**src/rtl/gameboy_joypad_ctrl.sv**
```systemverilog
// rtl/gameboy_joypad_ctrl.sv - Game Boy joypad controller with turbo, readback and interrupt
// Host writes the button/turbo registers; P14/P15 group selects pick which half drives P10..P13.
module gameboy_joypad_ctrl #(
    parameter int SYNC_STAGES = 2,
    parameter int TURBO_DIV   = 262144
) (
    input  logic       clk,
    input  logic       reset,
    input  logic [1:0] address_slv,
    input  logic [7:0] writedata_slv,
    input  logic       write_slv,
    input  logic       read_slv,
    input  logic       chipselect_slv,
    output logic [7:0] readdata_slv,
    input  logic       P15,
    input  logic       P14,
    output logic       P13,
    output logic       P12,
    output logic       P11,
    output logic       P10,
    output logic       joy_irq
);

    localparam int CW = (TURBO_DIV > 1) ? $clog2(TURBO_DIV) : 1;
    localparam logic [CW-1:0] TURBO_LAST = CW'(TURBO_DIV - 1);

    logic [SYNC_STAGES-1:0] p14_sync_q, p15_sync_q;
    logic [7:0]             buttons_q, buttons_d;
    logic [7:0]             turbo_q, turbo_d;
    logic                   irq_en_q, irq_en_d;
    logic                   pending_q, pending_d;
    logic [CW-1:0]          cnt_q, cnt_d;
    logic                   phase_q, phase_d;
    logic [3:0]             p1x_q, p1x_d;
    logic [3:0]             p1x_prev_q;
    logic                   joy_q, joy_d;
    logic [7:0]             rdata_q, rdata_d;

    logic       wr, rd, p14_s, p15_s, irq_clr, fall, wrap;
    logic [7:0] eff;

    assign wr    = chipselect_slv & write_slv;
    assign rd    = chipselect_slv & read_slv;
    assign p14_s = p14_sync_q[SYNC_STAGES-1];
    assign p15_s = p15_sync_q[SYNC_STAGES-1];
    assign wrap  = (cnt_q == TURBO_LAST);

    always_comb begin
        buttons_d = buttons_q;
        turbo_d   = turbo_q;
        irq_en_d  = irq_en_q;
        irq_clr   = 1'b0;
        if (wr) begin
            case (address_slv)
                2'd0: buttons_d = writedata_slv;
                2'd1: turbo_d   = writedata_slv;
                2'd2: begin
                    irq_en_d = writedata_slv[0];
                    irq_clr  = writedata_slv[1];
                end
                default: ;
            endcase
        end

        cnt_d   = wrap ? '0 : cnt_q + CW'(1);
        phase_d = phase_q ^ wrap;

        // Turbo buttons are masked off during the low half of the autofire period
        eff   = buttons_q & ~(turbo_q & {8{~phase_q}});
        p1x_d = 4'hF;
        if (!p14_s) p1x_d = p1x_d & ~eff[3:0];
        if (!p15_s) p1x_d = p1x_d & ~eff[7:4];

        fall = |(p1x_prev_q & ~p1x_q);
        if (fall)         pending_d = 1'b1;
        else if (irq_clr) pending_d = 1'b0;
        else              pending_d = pending_q;

        joy_d = pending_q & irq_en_q;

        rdata_d = rdata_q;
        if (rd) begin
            case (address_slv)
                2'd0:    rdata_d = buttons_q;
                2'd1:    rdata_d = turbo_q;
                2'd2:    rdata_d = {7'd0, irq_en_q};
                default: rdata_d = {3'd0, p1x_q, pending_q};
            endcase
        end
    end

    always_ff @(posedge clk or negedge reset) begin
        if (!reset) begin
            p14_sync_q <= '1;
            p15_sync_q <= '1;
            buttons_q  <= '0;
            turbo_q    <= '0;
            irq_en_q   <= 1'b0;
            pending_q  <= 1'b0;
            cnt_q      <= '0;
            phase_q    <= 1'b0;
            p1x_q      <= 4'hF;
            p1x_prev_q <= 4'hF;
            joy_q      <= 1'b0;
            rdata_q    <= '0;
        end else begin
            p14_sync_q <= {p14_sync_q[SYNC_STAGES-2:0], P14};
            p15_sync_q <= {p15_sync_q[SYNC_STAGES-2:0], P15};
            buttons_q  <= buttons_d;
            turbo_q    <= turbo_d;
            irq_en_q   <= irq_en_d;
            pending_q  <= pending_d;
            cnt_q      <= cnt_d;
            phase_q    <= phase_d;
            p1x_q      <= p1x_d;
            p1x_prev_q <= p1x_q;
            joy_q      <= joy_d;
            rdata_q    <= rdata_d;
        end
    end

    assign P10          = p1x_q[0];
    assign P11          = p1x_q[1];
    assign P12          = p1x_q[2];
    assign P13          = p1x_q[3];
    assign joy_irq      = joy_q;
    assign readdata_slv = rdata_q;

endmodule

```
**config.mk**
```make
export PLATFORM = sky130hd
export DESIGN_NAME = gameboy_joypad_ctrl
export DESIGN_NICKNAME = d
export VERILOG_FILES = /design/src/rtl/gameboy_joypad_ctrl.sv
export SDC_FILE = /design/constraint.sdc
export NUM_CORES = 1
export LEC_CHECK = 0
export CAP_MARGIN = 25
export CORE_MARGIN = 3
export CORE_UTILIZATION = 30
export CTS_CLUSTER_SIZE = 8
export DETAILED_ROUTE_END_ITERATION = 6
export PLACE_DENSITY_LB_ADDON = 0.15
export SLEW_MARGIN = 20
export SYNTH_ARGS = -nofsm -noshare
export SYNTH_HDL_FRONTEND = slang
export SYNTH_SLANG_ARGS = --single-unit
```
**constraint.sdc**
```tcl
create_clock -name clk -period 2.6 [get_ports clk]
set_input_delay 0.52 -clock clk [delete_from_list [all_inputs] [get_ports clk]]
set_output_delay 0.52 -clock clk [all_outputs]
set_load 0.005 [all_outputs]
```
==> flow_metrics.env <==
export IMPL_die_w_um=97.1
export IMPL_yosys_warnings=0
export IMPL_slowest_stage="dfstp_2"
export IMPL_grt_ovfl_total=0
export IMPL_start_util_pct=31.5
export IMPL_start_kind="register"
export IMPL_grt_pass1_wl_um=8580
export IMPL_io_pins=30
export IMPL_worst_ep_required_time_ns=2.08
export IMPL_fin_crit_sh_pct=75.1
export IMPL_cp_cell_sequence="clkdlybuf4s50_1"
export IMPL_route_detailed_drc=0
export IMPL_num_rows=32
export IMPL_dpl_hpwl_um=3580
export IMPL_max_stage_delay_ns=0.58
export IMPL_htreeDepth=3
export IMPL_vias=1659
export IMPL_diodes=0
export IMPL_synth_area_um2=2490
export IMPL_crit_type="register to primary output"
export IMPL_crit_family="flip-flops"
export IMPL_p_leak_nw=1.33
export IMPL_maxCapViolCount=0
export IMPL_hp_class="input port to asynchronous set/reset pin"
export IMPL_clockRootBuffer="clkbuf_8"
export IMPL_hold_buffers=0
export IMPL_relSlewSlack_pct=65.5
export IMPL_ir_drop_mv=0.329
export IMPL_path_max_fanout=4
export IMPL_min_period_ns=1.95
export IMPL_p_per_area_nw_per_um2=746
export IMPL_setup_viol=0
export IMPL_vias_per_cell=4.63
export IMPL_die_area_um2=9420
export IMPL_clk_pin_slew_ns=0.07
export IMPL_grt_start_max_net_pins=24
export IMPL_drive_gt1_share_pct=24.2
export IMPL_die_y_um=97.1
export IMPL_clkSinkCount=58
export IMPL_drt_iter0_markers=28
export IMPL_synthDistinctLibCells=37
export IMPL_coreArea_um2=7890
export IMPL_clk_latency_ns=0.33
export IMPL_r2r_setup_slack_ns=0.84
export IMPL_slew_viol_final=0
export IMPL_numCtsBuffers=9
export IMPL_cp_end_kind="primary output"
export IMPL_outcome="finished, final reports clean"
export IMPL_grt_total_usage_pct=11.6
export IMPL_ys_ff_latch=58
export IMPL_grt_pass1_vias=1633
export IMPL_dr_pass1_iters=4
export IMPL_ant_nets=0
export IMPL_skew_ns=0.00787
export IMPL_areaGrowthSynthToFinish_pct=26.9
export IMPL_place_congestion=0.727
export IMPL_placed_area_um2=2940
export IMPL_finalHoldViolCount=0
export IMPL_tritoncts="built"
export IMPL_cts_setup_buffers=0
export IMPL_critPathBufInv=1
export IMPL_grt_antenna_before_repair=0
export IMPL_worst_hold_slack_ns=0.164
export IMPL_final_setup_tns_ns=0
export IMPL_arrival_ns=1.43
export IMPL_stdcell_area_um2=3160
export IMPL_synth_avg_cell_area_um2=12.0
export IMPL_rsz0062_at_grt="false"
export IMPL_tightest_slew_ns=0.517
export IMPL_yosysSeqAreaShare_pct=59.0
export IMPL_synth_net_count=226
export IMPL_cts_buffer_depth=2
export IMPL_fillerInstances=786
export IMPL_ctsResizeCount=0
export IMPL_synthCells=208
export IMPL_io_buffers=29
export IMPL_clock_fmax_ghz=0.512
export IMPL_wl_per_cell_um=14.1
export IMPL_finalWirelength_um=5040
export IMPL_nets=269
## synth_stat cells, drive strengths merged
cell / n / area (µm²)
a2111oi: 1 / 15.0
xor2: 5 / 43.8
or4: 2 / 20.0
nor4: 3 / 18.8
inv: 7 / 26.3
and3: 1 / 6.26
and4: 2 / 18.8
or3: 1 / 6.26
and2: 1 / 6.26
nor2: 13 / 48.8
nand4: 2 / 12.5
dfrtp: 46 / 1150
mux4: 1 / 22.5
nor2b: 3 / 18.8
nand3: 8 / 52.6
or2: 1 / 6.26
o22ai: 3 / 18.8
a31oi: 6 / 37.5
nor3: 4 / 30.0
buf: 1 / 5.00
nand2b: 4 / 25.0
mux2i: 8 / 80.1
nand2: 23 / 86.3
o21ai: 10 / 50.1
ha: 1 / 12.5
xnor2: 9 / 78.8
a21oi: 4 / 20.0
nor3b: 3 / 22.5
dfstp: 12 / 315
nand4b: 1 / 8.76
mux2: 18 / 203
a221oi: 1 / 8.76
clkbuf: 3 / 11.3
## worst reg2reg max path: stages, from the launching register on
cell     delay (ns)
dfrtp_1        0.42
and4_1         0.26
nand3_1        0.20
or4_2          0.68
mux2i_1        0.13
## cell usage in the layout, fill, tap and decap left out, types with 3 or more instances in the layout
cell and instances:
a21oi_1 4, a31oi_1 6, buf_4 7, clkbuf_8 10, clkdlybuf4s50_1 28, dfrtp_1 46, dfstp_2 12, inv_1 7
mux2_2 18, mux2i_1 8, nand2_1 23, nand2b_1 4, nand3_1 7, nor2_1 13, nor2b_1 3, nor3b_1 3
nor4_1 3, o21ai_0 10, o22ai_1 3, xnor2_1 9, xor2_1 5
## path summary, 6_finish.rpt
path                                from            end  cells after the start
setup / recovery                p1x_q[1]            P11                      1
min in group clk           p14_sync_q[0]  p14_sync_q[1]                      0
hold / removal                     reset       cnt_q[6]                      1
setup reg to reg               cnt_q[10]      cnt_q[17]                      4
hold reg to reg            p14_sync_q[0]  p14_sync_q[1]                      0
max in group asynchronous          reset       p1x_q[2]                      2
## flip-flops by register name (all words and copies together), names as in the netlist
| register | flops |
|---|---|
| readdata_slv | 8 |
| joy_irq | 1 |
| buttons_q | 8 |
| pending_q | 1 |
| turbo_q | 8 |
| phase_q | 1 |
| irq_en_q | 1 |
| p14_sync_q | 2 |
| cnt_q | 18 |
| p1x_prev_q | 4 |
| p1x_q | 4 |
| p15_sync_q | 2 |
## where the power goes
| group | total [mW] | leakage [nW] | switching, mW | internal, mW |
|---|---|---|---|---|
| Sequential | 1.13 | 0.705 | 0.0855 | 1.04 |
| Clock | 0.904 | 0.109 | 0.341 | 0.562 |
| Combinational | 0.322 | 0.521 | 0.122 | 0.200 |
| Total | 2.35 | 1.33 | 0.549 | 1.80 |
## metrics by stage
| stage | instances | util, % | worst slack, ns | power (mW) |
|---|---|---|---|---|
| finish | 358 | 40.0 | 0.649 | 2.35 |
| detailed placement | 342 | 37.2 | 0.535 | 1.48 |
| CTS | 358 | 40.0 | 0.612 | 2.40 |
| global route | 358 | 40.0 | 0.579 | 2.49 |
| global placement | 342 | 37.2 | 0.552 | 1.47 |
| floorplan | 208 | - | 0.934 | 1.28 |
## layout make-up
class	count	area (µm²)	share of cell area (%)
Sequential cell	58	1470	46.5
Tap cell	102	128	4.04
Timing Repair Buffer	36	338	10.7
Inverter	7	26.3	0.833
Multi-Input combinational cell	139	978	31.0
Clock buffer	11	141	4.48
Clock inverter	5	77.6	2.46
## metal layers
layer  up-vias  GRT usage (%)  wire length, µm
met5         -              0                0
met4         0           3.89               72
met3         6           4.74              228
met2        28           15.6             2060
met1       806           16.7             2680
li1        819              -                -
## cells by family after synthesis
logic type | after synthesis | synth area share (%)
flip-flops | 58 | 59.0
AO/OA/AOI/OAI | 25 | 6.04
adder cells (fa/ha/maj) | 1 | 0.503
AND/OR/NAND/NOR | 72 | 15.6
multiplexers | 27 | 12.3
XOR/XNOR | 14 | 4.93
buffers and inverters | 11 | 1.71
(Power assumes the default switching activity.)
